File: config.mk
export PLATFORM = sky130hd
export DESIGN_NAME = pipe_ctrl_tracker
export DESIGN_NICKNAME = d
export VERILOG_FILES = /design/src/rtl/pipe_ctrl_tracker_pkg.sv /design/src/rtl/pipe_ctrl_tracker_ctrl_stage_reg.sv /design/src/rtl/pipe_ctrl_tracker.sv
export SDC_FILE = /design/constraint.sdc
export NUM_CORES = 1
export LEC_CHECK = 0
export ABC_AREA = 1
export BUFFER_PORTS_ARGS = -buffer_cell sky130_fd_sc_hd__buf_2
export CAP_MARGIN = 20
export CORE_MARGIN = 5
export CORE_UTILIZATION = 50
export DETAILED_ROUTE_END_ITERATION = 10
export PLACE_DENSITY_LB_ADDON = 0.08
export SLEW_MARGIN = 20
export SYNTH_ARGS = -nofsm -noshare
export SYNTH_HDL_FRONTEND = slang
export SYNTH_HIERARCHICAL = 1
export SYNTH_SLANG_ARGS = --single-unit
File: constraint.sdc
create_clock -name clk -period 1.8 [get_ports clk]
set_input_delay 0.18 -clock clk [delete_from_list [all_inputs] [get_ports clk]]
set_output_delay 0.18 -clock clk [all_outputs]
set_load 0.03 [all_outputs]
File: src/rtl/pipe_ctrl_tracker_pkg.sv
// ============================================================================
// Module  : pipe_ctrl_tracker_pkg
// Brief   : Shared decode constants and control-field packing for the
//           pipeline control tracker.
// Revision: 1.0 - initial release
// ============================================================================
`default_nettype none

package pipe_ctrl_tracker_pkg;

    // Destination-register select codes produced by the ID decoder
    localparam logic [1:0] WB_ADDR_RD   = 2'b00;
    localparam logic [1:0] WB_ADDR_RT   = 2'b01;
    localparam logic [1:0] WB_ADDR_LINK = 2'b10;

    // Write-back data select
    localparam logic       WB_DATA_ALU  = 1'b0;
    localparam logic       WB_DATA_MEM  = 1'b1;

    localparam logic [4:0] LINK_REG     = 5'd31;

    // Packed control words carried by each stage; later stages drop the
    // fields nobody downstream consumes.
    localparam int EXE_W = 10;  // {regw_addr[4:0], wb_wen, mem_ren, mem_wen, is_load, wb_data_src}
    localparam int MEM_W = 9;   // {regw_addr[4:0], wb_wen, mem_ren, mem_wen, wb_data_src}
    localparam int WB_W  = 7;   // {regw_addr[4:0], wb_wen, wb_data_src}

    function automatic logic [4:0] sel_regw_addr(
        input logic [1:0] src,
        input logic [4:0] rd,
        input logic [4:0] rt
    );
        logic [4:0] addr;
        case (src)
            WB_ADDR_RD:   addr = rd;
            WB_ADDR_RT:   addr = rt;
            WB_ADDR_LINK: addr = LINK_REG;
            default:      addr = 5'd0;
        endcase
        return addr;
    endfunction

endpackage

`default_nettype wire

File: src/rtl/pipe_ctrl_tracker_ctrl_stage_reg.sv
// ============================================================================
// Module  : ctrl_stage_reg
// Brief   : One pipeline control register with valid bit; flush beats enable.
// Revision: 1.0 - initial release
// ============================================================================
`default_nettype none

module ctrl_stage_reg #(
    parameter int WIDTH = 8
) (
    input  logic             clk,
    input  logic             rst,
    input  logic             s_rst,
    input  logic             s_en,
    input  logic [WIDTH-1:0] d,
    input  logic             valid_in,
    output logic [WIDTH-1:0] q,
    output logic             valid_out
);

    logic [WIDTH-1:0] data_d;
    logic [WIDTH-1:0] data_q;
    logic             valid_d;
    logic             valid_q;

    always_comb begin
        data_d  = data_q;
        valid_d = valid_q;
        if (s_rst) begin
            data_d  = '0;
            valid_d = 1'b0;
        end else if (s_en) begin
            data_d  = d;
            valid_d = valid_in;
        end
    end

    always_ff @(posedge clk or posedge rst) begin
        if (rst) begin
            data_q  <= '0;
            valid_q <= 1'b0;
        end else begin
            data_q  <= data_d;
            valid_q <= valid_d;
        end
    end

    assign q         = data_q;
    assign valid_out = valid_q;

endmodule

`default_nettype wire

File: src/rtl/pipe_ctrl_tracker.sv
// ============================================================================
// Module  : pipe_ctrl_tracker
// Brief   : Tracks per-stage valid bits and control fields of the ID/EXE/MEM/WB
//           pipeline registers, returns hazard feedback, counts retirements.
// Revision: 1.0 - initial release
// ============================================================================
`default_nettype none

module pipe_ctrl_tracker
    import pipe_ctrl_tracker_pkg::*;
#(
    parameter int CNT_W = 32
) (
    input  logic             clk,
    input  logic             rst,
    input  logic             if_rst,
    input  logic             if_en,
    input  logic             id_rst,
    input  logic             id_en,
    input  logic             exe_rst,
    input  logic             exe_en,
    input  logic             mem_rst,
    input  logic             mem_en,
    input  logic             wb_rst,
    input  logic             wb_en,
    input  logic [31:0]      inst_id,
    input  logic [1:0]       wb_addr_src,
    input  logic             wb_wen,
    input  logic             mem_ren,
    input  logic             mem_wen,
    input  logic             is_load,
    input  logic             wb_data_src,
    output logic             if_valid,
    output logic             id_valid,
    output logic             exe_valid,
    output logic             mem_valid,
    output logic             wb_valid,
    output logic [4:0]       regw_addr_exe,
    output logic [4:0]       regw_addr_mem,
    output logic [4:0]       regw_addr_wb,
    output logic             wb_wen_exe,
    output logic             wb_wen_mem,
    output logic             wb_wen_wb,
    output logic             is_load_exe,
    output logic             mem_ren_mem,
    output logic             mem_wen_mem,
    output logic             wb_data_src_wb,
    output logic [CNT_W-1:0] retired
);

    logic             if_valid_d;
    logic             if_valid_q;
    logic             id_valid_d;
    logic             id_valid_q;
    logic [CNT_W-1:0] retired_d;
    logic [CNT_W-1:0] retired_q;

    logic [EXE_W-1:0] exe_d_vec;
    logic [EXE_W-1:0] exe_q_vec;
    logic [MEM_W-1:0] mem_d_vec;
    logic [MEM_W-1:0] mem_q_vec;
    logic [WB_W-1:0]  wb_d_vec;
    logic [WB_W-1:0]  wb_q_vec;
    logic             exe_valid_q;
    logic             mem_valid_q;
    logic             wb_valid_q;

    // Only the rd/rt fields of the instruction matter to destination tracking
    logic             unused_inst_bits;
    assign unused_inst_bits = ^{inst_id[31:21], inst_id[10:0]};

    always_comb begin
        if_valid_d = if_valid_q;
        id_valid_d = id_valid_q;
        retired_d  = retired_q;
        if (if_rst) begin
            if_valid_d = 1'b0;
        end else if (if_en) begin
            if_valid_d = 1'b1;
        end
        if (id_rst) begin
            id_valid_d = 1'b0;
        end else if (id_en) begin
            id_valid_d = if_valid_q;
        end
        if (wb_valid_q && wb_en && !wb_rst) begin
            retired_d = retired_q + CNT_W'(1);
        end
    end

    always_ff @(posedge clk or posedge rst) begin
        if (rst) begin
            if_valid_q <= 1'b0;
            id_valid_q <= 1'b0;
            retired_q  <= '0;
        end else begin
            if_valid_q <= if_valid_d;
            id_valid_q <= id_valid_d;
            retired_q  <= retired_d;
        end
    end

    assign exe_d_vec = {sel_regw_addr(wb_addr_src, inst_id[15:11], inst_id[20:16]),
                        wb_wen, mem_ren, mem_wen, is_load, wb_data_src};
    assign mem_d_vec = {exe_q_vec[9:2], exe_q_vec[0]};
    assign wb_d_vec  = {mem_q_vec[8:3], mem_q_vec[0]};

    ctrl_stage_reg #(.WIDTH(EXE_W)) u_exe (
        .clk       (clk),
        .rst       (rst),
        .s_rst     (exe_rst),
        .s_en      (exe_en),
        .d         (exe_d_vec),
        .valid_in  (id_valid_q),
        .q         (exe_q_vec),
        .valid_out (exe_valid_q)
    );

    ctrl_stage_reg #(.WIDTH(MEM_W)) u_mem (
        .clk       (clk),
        .rst       (rst),
        .s_rst     (mem_rst),
        .s_en      (mem_en),
        .d         (mem_d_vec),
        .valid_in  (exe_valid_q),
        .q         (mem_q_vec),
        .valid_out (mem_valid_q)
    );

    ctrl_stage_reg #(.WIDTH(WB_W)) u_wb (
        .clk       (clk),
        .rst       (rst),
        .s_rst     (wb_rst),
        .s_en      (wb_en),
        .d         (wb_d_vec),
        .valid_in  (mem_valid_q),
        .q         (wb_q_vec),
        .valid_out (wb_valid_q)
    );

    assign if_valid       = if_valid_q;
    assign id_valid       = id_valid_q;
    assign exe_valid      = exe_valid_q;
    assign mem_valid      = mem_valid_q;
    assign wb_valid       = wb_valid_q;

    // A bubble must never look like a pending write to the hazard logic
    assign regw_addr_exe  = exe_q_vec[9:5];
    assign wb_wen_exe     = exe_q_vec[4] & exe_valid_q;
    assign is_load_exe    = exe_q_vec[1] & exe_valid_q;
    assign regw_addr_mem  = mem_q_vec[8:4];
    assign wb_wen_mem     = mem_q_vec[3] & mem_valid_q;
    assign mem_ren_mem    = mem_q_vec[2] & mem_valid_q;
    assign mem_wen_mem    = mem_q_vec[1] & mem_valid_q;
    assign regw_addr_wb   = wb_q_vec[6:2];
    assign wb_wen_wb      = wb_q_vec[1] & wb_valid_q;
    assign wb_data_src_wb = wb_q_vec[0];
    assign retired        = retired_q;

endmodule

`default_nettype wire

==> results of run 1 <==
==> worst paths after layout <==
| kind | from | to | slack (ps) | cells after the start |
|---|---|---|---|---|
| worst max-delay path | retired[1] | retired[20] | 260 | 7 |
| worst min-delay path | id_en | id_valid | 40 | 2 |
| worst max register to register | retired[1] | retired[20] | 260 | 7 |
| worst min register to register | u_mem/q[1] | u_mem/q[1] | 470 | 2 |
| max in group asynchronous | rst | retired[4] | 930 | 4 |
| min in group asynchronous | rst | u_wb/q[3] | 380 | 3 |
==> state kept, by name, summed over array words and instances (netlist names) <==
register	count
id_valid	1
if_valid	1
retired	32
u_exe/q	10
u_exe/valid_out	1
u_mem/q	9
u_mem/valid_out	1
u_wb/q	7
u_wb/valid_out	1
==> layer usage <==
metal	up-vias	routed length (um)	track usage
li1	1384	-	-
met1	1199	3410	0.264
met2	72	2950	0.266
met3	8	471	0.0442
met4	0	106	0.0768
met5	-	0	0
==> cell type report <==
type	instances	share of cell area
Clock inverter	3	0.0165
Inverter	43	0.0409
Sequential cell	63	0.399
Multi-Input combinational cell	268	0.352
Clock buffer	12	0.0418
Tap cell	77	0.0244
Timing Repair Buffer	94	0.126
==> cell usage in the layout (no fill, tap or decap), types with 3 or more instances in the layout <==
cell type / n
sky130_fd_sc_hd__nand2_1: 125
sky130_fd_sc_hd__buf_2: 87
sky130_fd_sc_hd__dfrtp_1: 63
sky130_fd_sc_hd__inv_1: 40
sky130_fd_sc_hd__nand3_1: 39
sky130_fd_sc_hd__nor2_1: 33
sky130_fd_sc_hd__clkbuf_8: 12
sky130_fd_sc_hd__xnor2_1: 11
sky130_fd_sc_hd__xor2_1: 10
sky130_fd_sc_hd__nor2_4: 9
sky130_fd_sc_hd__nand4_1: 8
sky130_fd_sc_hd__a21oi_1: 5
sky130_fd_sc_hd__nand2_2: 4
sky130_fd_sc_hd__nand3_2: 4
sky130_fd_sc_hd__nor2_2: 4
sky130_fd_sc_hd__buf_4: 4
sky130_fd_sc_hd__nor3_1: 3
sky130_fd_sc_hd__inv_2: 3
sky130_fd_sc_hd__dlygate4sd3_1: 3
==> power by group <==
group	leakage (nW)	total (mW)	switching [mW]	internal [mW]
combinational	1.34	0.220	0.150	0.0701
clock	0.118	1.39	0.510	0.884
sequential	0.857	1.47	0.0252	1.45
total	2.31	3.09	0.685	2.40
==> per-stage QoR <==
step	hold WS [ps]	cells	power [mW]	setup WS, ps	instance area, um2
final	35.8	560	3.09	262	3950
after global routing	16.6	560	3.21	129	3950
after CTS	19.7	560	3.13	277	3950
after detailed placement	186	542	1.72	293	3690
after global placement	183	542	1.71	309	3690
after floorplan	-4.34	380	1.63	189	3190
==> critical path, stage by stage (launching register included) <==
cell,delay [ps]
sky130_fd_sc_hd__dfrtp_1,420
sky130_fd_sc_hd__ha_1,210
sky130_fd_sc_hd__nand3_2,120
sky130_fd_sc_hd__nor2_4,190
sky130_fd_sc_hd__nand2_4,100
sky130_fd_sc_hd__nor2_8,160
sky130_fd_sc_hd__nand2_1,80
sky130_fd_sc_hd__xor2_1,150
==> logic make-up after synthesis <==
family          share of synthesized area
simple gates                        0.359
flops                               0.495
buf+inv                            0.0695
xor+xnor                           0.0577
compound gates                     0.0149
fa+ha+maj                         0.00393
==> results.md, run 1 <==
* DRC at 0
* Static power due to leakage at 2.31 nW
* Status: completed
* Number of enable flip-flop cells after synthesis at 0
* Antenna diode count at 0
* Number of search-and-repair iterations in the first detailed-routing pass at 4
* Fraction of layout cells with a size suffix above 1 at 0.282
* Antenna violation net count after detailed routing at 0
* Async S/R FF share, synth at 1.00
* Number of distinct library cell variants in the gate-level netlist after synthesis at 27
* Horizontal die dimension at 89.8 um
* Initial core utilization at 0.507
* Clk root buf: sky130_fd_sc_hd__clkbuf_8
* GR Util All Layers at 0.184
* Area of the core at 0.00628 mm2
* Fin crit share at 0.854
* Setup TNS after final layout at 0 ps
* VDD IR-drop max at 0.505 mV
* Grt ovf at 0
* Number of CTS-inserted buffers at 9
* Standard-cell rows at 29
* Synth Area per Inst at 8.38 um2
* Detail Placement HPWL at around 5.3 mm
* Measured slew at the worst slew-check pin at 448 ps
* Startpoint class of the critical path: flop
* Portion of the post-synthesis area used by sequential elements at 0.495
* WP data required at 2020 ps
* CTS Hold Bufs at 3
* Global-route wire length before repair at 12.4 mm
* Maximum clock frequency at 650 MHz
* Area taken by multi-input logic gates at 0.00139 mm2
* Per-cell via count in the routed design at 4.76
* Final Wtd Congestion at 0.827
* Synthesized instance count at 380
* Synth Warn # at 6
* Die outline area at 0.00807 mm2
* Setup Buffers After CTS at 0
* Via count of the first global-routing pass at 2661
* Sinks on the clock net at 63
* Share of Yosys cell area claimed by the top area cell type at 0.495
* Final wirelength at 6.94 mm
* Worst EP arrival at roughly 1800 ps
* Final net count at 531
* Maximum number of pins on one net before global-route repair at 35
* Routed WL per cell at 12.4 um
* Top FF cell, synth: sky130_fd_sc_hd__dfrtp_1
* Final setup violation count at 0
* Fillcell total at 569
* Library cell occupying the most area in the post-synthesis netlist: sky130_fd_sc_hd__dfrtp_1
* Final Max Slew Viols at 0
* Synthesized netlist net count at between 400 and 500
* Clock latency on the worst-skew pair at 330 ps
* Number of design-rule violations left by the first detailed-router iteration at 99
* Port Buf Inserts at 87
* Fin. Hold Viols at 0
* Summed instance area of the synthesized netlist at 0.00319 mm2
* Class of the worst hold path: in2reg
* Initial antenna violation count at 0
* Clock transition at the registers of the reported paths at roughly 70 ps
* Worst clock skew at 12.2 ps
* Core utilization of the finished layout at 0.629
* Overall via count from detail_route at 2663
* Endpoint class of the critical path: flop
* Max Cap Violations at 0
* Register area at 0.00158 mm2
* Top cells by area, synth: sky130_fd_sc_hd__dfrtp_1 49%, sky130_fd_sc_hd__nand2_1 15%, sky130_fd_sc_hd__nand3_1 6.1%
* Num ports at 110
* Worst-path maximum fanout at 8
* Clock tree from TritonCTS: yes
* Flip-flop and latch count after synthesis at 63
* Min Tclk post-route at 1540 ps
* Top post-synthesis cells by count: 125 x sky130_fd_sc_hd__nand2_1, 63 x sky130_fd_sc_hd__dfrtp_1, 40 x sky130_fd_sc_hd__inv_1, 39 x sky130_fd_sc_hd__nand3_1, 33 x sky130_fd_sc_hd__nor2_1
* Synthesis-to-layout area growth at 23.9%
* Critical path type: reg2reg
* Total power per unit cell area at 782 mW/mm2
* Headroom to the max-slew limit at 0.701
* Most used standard cell by instance count after synthesis: sky130_fd_sc_hd__nand2_1
* Floorplan die height at 89.8 um
* Count of instances resized after the clock tree is built at 0
* Unrepaired setup endpoints after global routing: false
* Maximum root-to-sink buffer count at 2
* Depth of the CTS H-tree at 3
(Power assumes the default switching activity.)
==> inputs of run 2 (changes only) <==
--- a/config.mk
+++ b/config.mk
@@ -6,11 +6,12 @@
 export NUM_CORES = 1
 export LEC_CHECK = 0
 export ABC_AREA = 1
-export BUFFER_PORTS_ARGS = -buffer_cell sky130_fd_sc_hd__buf_2
 export CAP_MARGIN = 20
 export CORE_MARGIN = 5
-export CORE_UTILIZATION = 50
+export CORE_UTILIZATION = 60
 export DETAILED_ROUTE_END_ITERATION = 10
+export DONT_BUFFER_PORTS = 1
+export GPL_TIMING_DRIVEN = 1
 export PLACE_DENSITY_LB_ADDON = 0.08
 export SLEW_MARGIN = 20
 export SYNTH_ARGS = -nofsm -noshare
==> results.md, run 2 (synthesis results as in run 1) <==
* Standard cell with the maximum stage delay on the critical path: sky130_fd_sc_hd__dfrtp_1
* Max Cap Violations at 0
* Class of the worst hold path: in2reg
* Hold_sp: mem_rst
* Measured slew at the worst slew-check pin at 476 ps
* Final Wtd Congestion at 0.846
* Floorplan die height at between 80 and 90 um
* Antenna diode count at 0
* Commonest non-fill, non-tap cells in the layout: 125 x sky130_fd_sc_hd__nand2_1, 63 x sky130_fd_sc_hd__dfrtp_1, 40 x sky130_fd_sc_hd__inv_1, 39 x sky130_fd_sc_hd__nand3_1, 33 x sky130_fd_sc_hd__nor2_1
* Antenna violation net count after detailed routing at 0
* Setup Buffers After CTS at 0
* Cell chain of the critical path: nand2_1 > nor3_2 > nand3_1 > nand2_1 > nand2_1
* Via count of the first global-routing pass at 2554
* Kind of cell adding the most delay to the critical path: simple AND/OR/NAND/NOR gates
* Final Max Slew Viols at 0
* Core utilization of the finished layout at 0.746
* Maximum root-to-sink buffer count at 2
* Number of CTS-inserted buffers at 9
* Min Tclk post-route at about 1500 ps
* Hold Crit Depth at 3
* Synthesis-to-layout area growth at 20.3%
* Clock transition at the registers of the reported paths at 70 ps
* Final setup violation count at 0
* Critical path type: reg2reg
* Global-route wire length before repair at roughly 12 mm
* Critical Path Most Common Cell: sky130_fd_sc_hd__nand2_1
* Worst-path maximum fanout at 6
* Final wirelength at 7.18 mm
* Power, Total at 3.16 mW
* Capturing point of the worst reg2reg path: retired[24]
* Unrepaired setup endpoints after global routing: false
* Per-cell via count in the routed design at 5.14
* Num ports at 110
* WP data required at 2030 ps
* Total power per unit cell area at 824 mW/mm2
* Clock latency on the worst-skew pair at 330 ps
* Setup TNS after final layout at 0 ps
* Sinks on the clock net at between 60 and 70
* Number of search-and-repair iterations in the first detailed-routing pass at 4
* Standard-cell rows at 26
* Clock tree from TritonCTS: yes
* Routed WL per cell at about 14 um
* Final net count at 482
* Startpoint class of the critical path: flop
* Post-Route Hold Slack at 13.8 ps
* Status: completed
* Depth of the CTS H-tree at 3
* Grt ovf at 0
* Headroom to the max-slew limit at 0.682
* Overall via count from detail_route at 2595
* Worst-case hold path end point: u_mem/q[4]
* Clk root buf: sky130_fd_sc_hd__clkbuf_8
* R2R cell count at 5
* Maximum clock frequency at 656 MHz
* VDD IR-drop max at 0.546 mV
* Area of the core at 0.00514 mm2
* Startpoint of the worst-slack reg-to-reg timing path: retired[18]
* R2r setup slk at between 200 and 300 ps
* Endpoint class of the critical path: flop
* Most common library cell in the layout ignoring fill and taps: sky130_fd_sc_hd__nand2_1
* Static power due to leakage at 2.08 nW
* Buffers and inverters on the worst path at 0
* Worst EP arrival at 1750 ps
* Port Buf Inserts at 0
* DRC at 0
* Horizontal die dimension at 82.9 um
* Slowest cell delay on critical path at 610 ps
* Number of design-rule violations left by the first detailed-router iteration at 119
* Non-Filler Cell Area, Final at 0.00383 mm2
* Number of flip-flops under the largest register name at 32
* Maximum number of pins on one net before global-route repair at 13
* Fillcell total at 421
* Fin. Hold Viols at 0
* Die outline area at approximately 0.0069 mm2
* Worst clock skew at 4.05 ps
* Initial core utilization at 0.620
* Initial antenna violation count at 0
* Fin crit share at 0.847
* Detail Placement HPWL at 5.29 mm
* Fraction of layout cells with a size suffix above 1 at 0.175
* GR Util All Layers at 0.215
* Cell area reported after detailed placement at ~0.0034 mm2
==> run 2: cell count changes in the layout (fill, tap and decap cells not counted), sizes merged <==
cell,change
buf,-61
dlygate4sd3,+12
clkbuf,-2
bufinv,+1
clkinv,+1
clkinvlp,+1
==> run 2: worst max-delay path by stage <==
stage,start,endpoint,depth (start not counted)
finish,retired[18],retired[24],5
global route,retired[18],retired[30],7
CTS,retired[18],retired[24],5
detailed placement,u_wb/valid_out,retired[11],7
global placement,retired[18],retired[20],4
floorplan,retired[0],retired[20],7
==> run 2: metrics by stage <==
stage	worst slack, ps	instances
2_1_floorplan	189	380
3_3_place_gp	338	474
3_5_place_dp	316	474
4_1_cts	282	504
5_1_grt	147	505
6_report	275	505
==> run 2: worst reg2reg max path, delay by kind of cell, from the launching register on <==
kind / cells / cell delay [ps]
simple gates: 5 / 820
flops: 1 / 610
==> run 2: where the power goes <==
| part | switching, mW | internal [mW] | leakage (nW) |
|---|---|---|---|
| sequential | 0.0652 | 1.45 | 0.857 |
| clock | 0.542 | 0.952 | 0.122 |
| combinational | 0.0991 | 0.0560 | 1.10 |
==> run 2: area by class of cell <==
type | count | area, um2 | area share
well taps | 70 | 87.6 | 0.0228
clock buffers | 10 | 138 | 0.0359
inverters | 43 | 161 | 0.0421
flip-flops and latches | 63 | 1580 | 0.411
multi-input cells | 268 | 1390 | 0.362
clock inverters | 6 | 108 | 0.0281
repair buffers | 45 | 375 | 0.0979
==> run 2: per-layer routing <==
layer	GRT usage	vias up	wire, um
met4	0.0654	0	101
li1	-	1288	-
met1	0.297	1210	3350
met3	0.0644	11	495
met5	0	-	0
met2	0.326	86	3230
==> run 2: timing repair <==
action,4_1_cts,5_1_grt
resized for setup,0,0
hold buffers,14,1
hold endpoints to repair,69,1
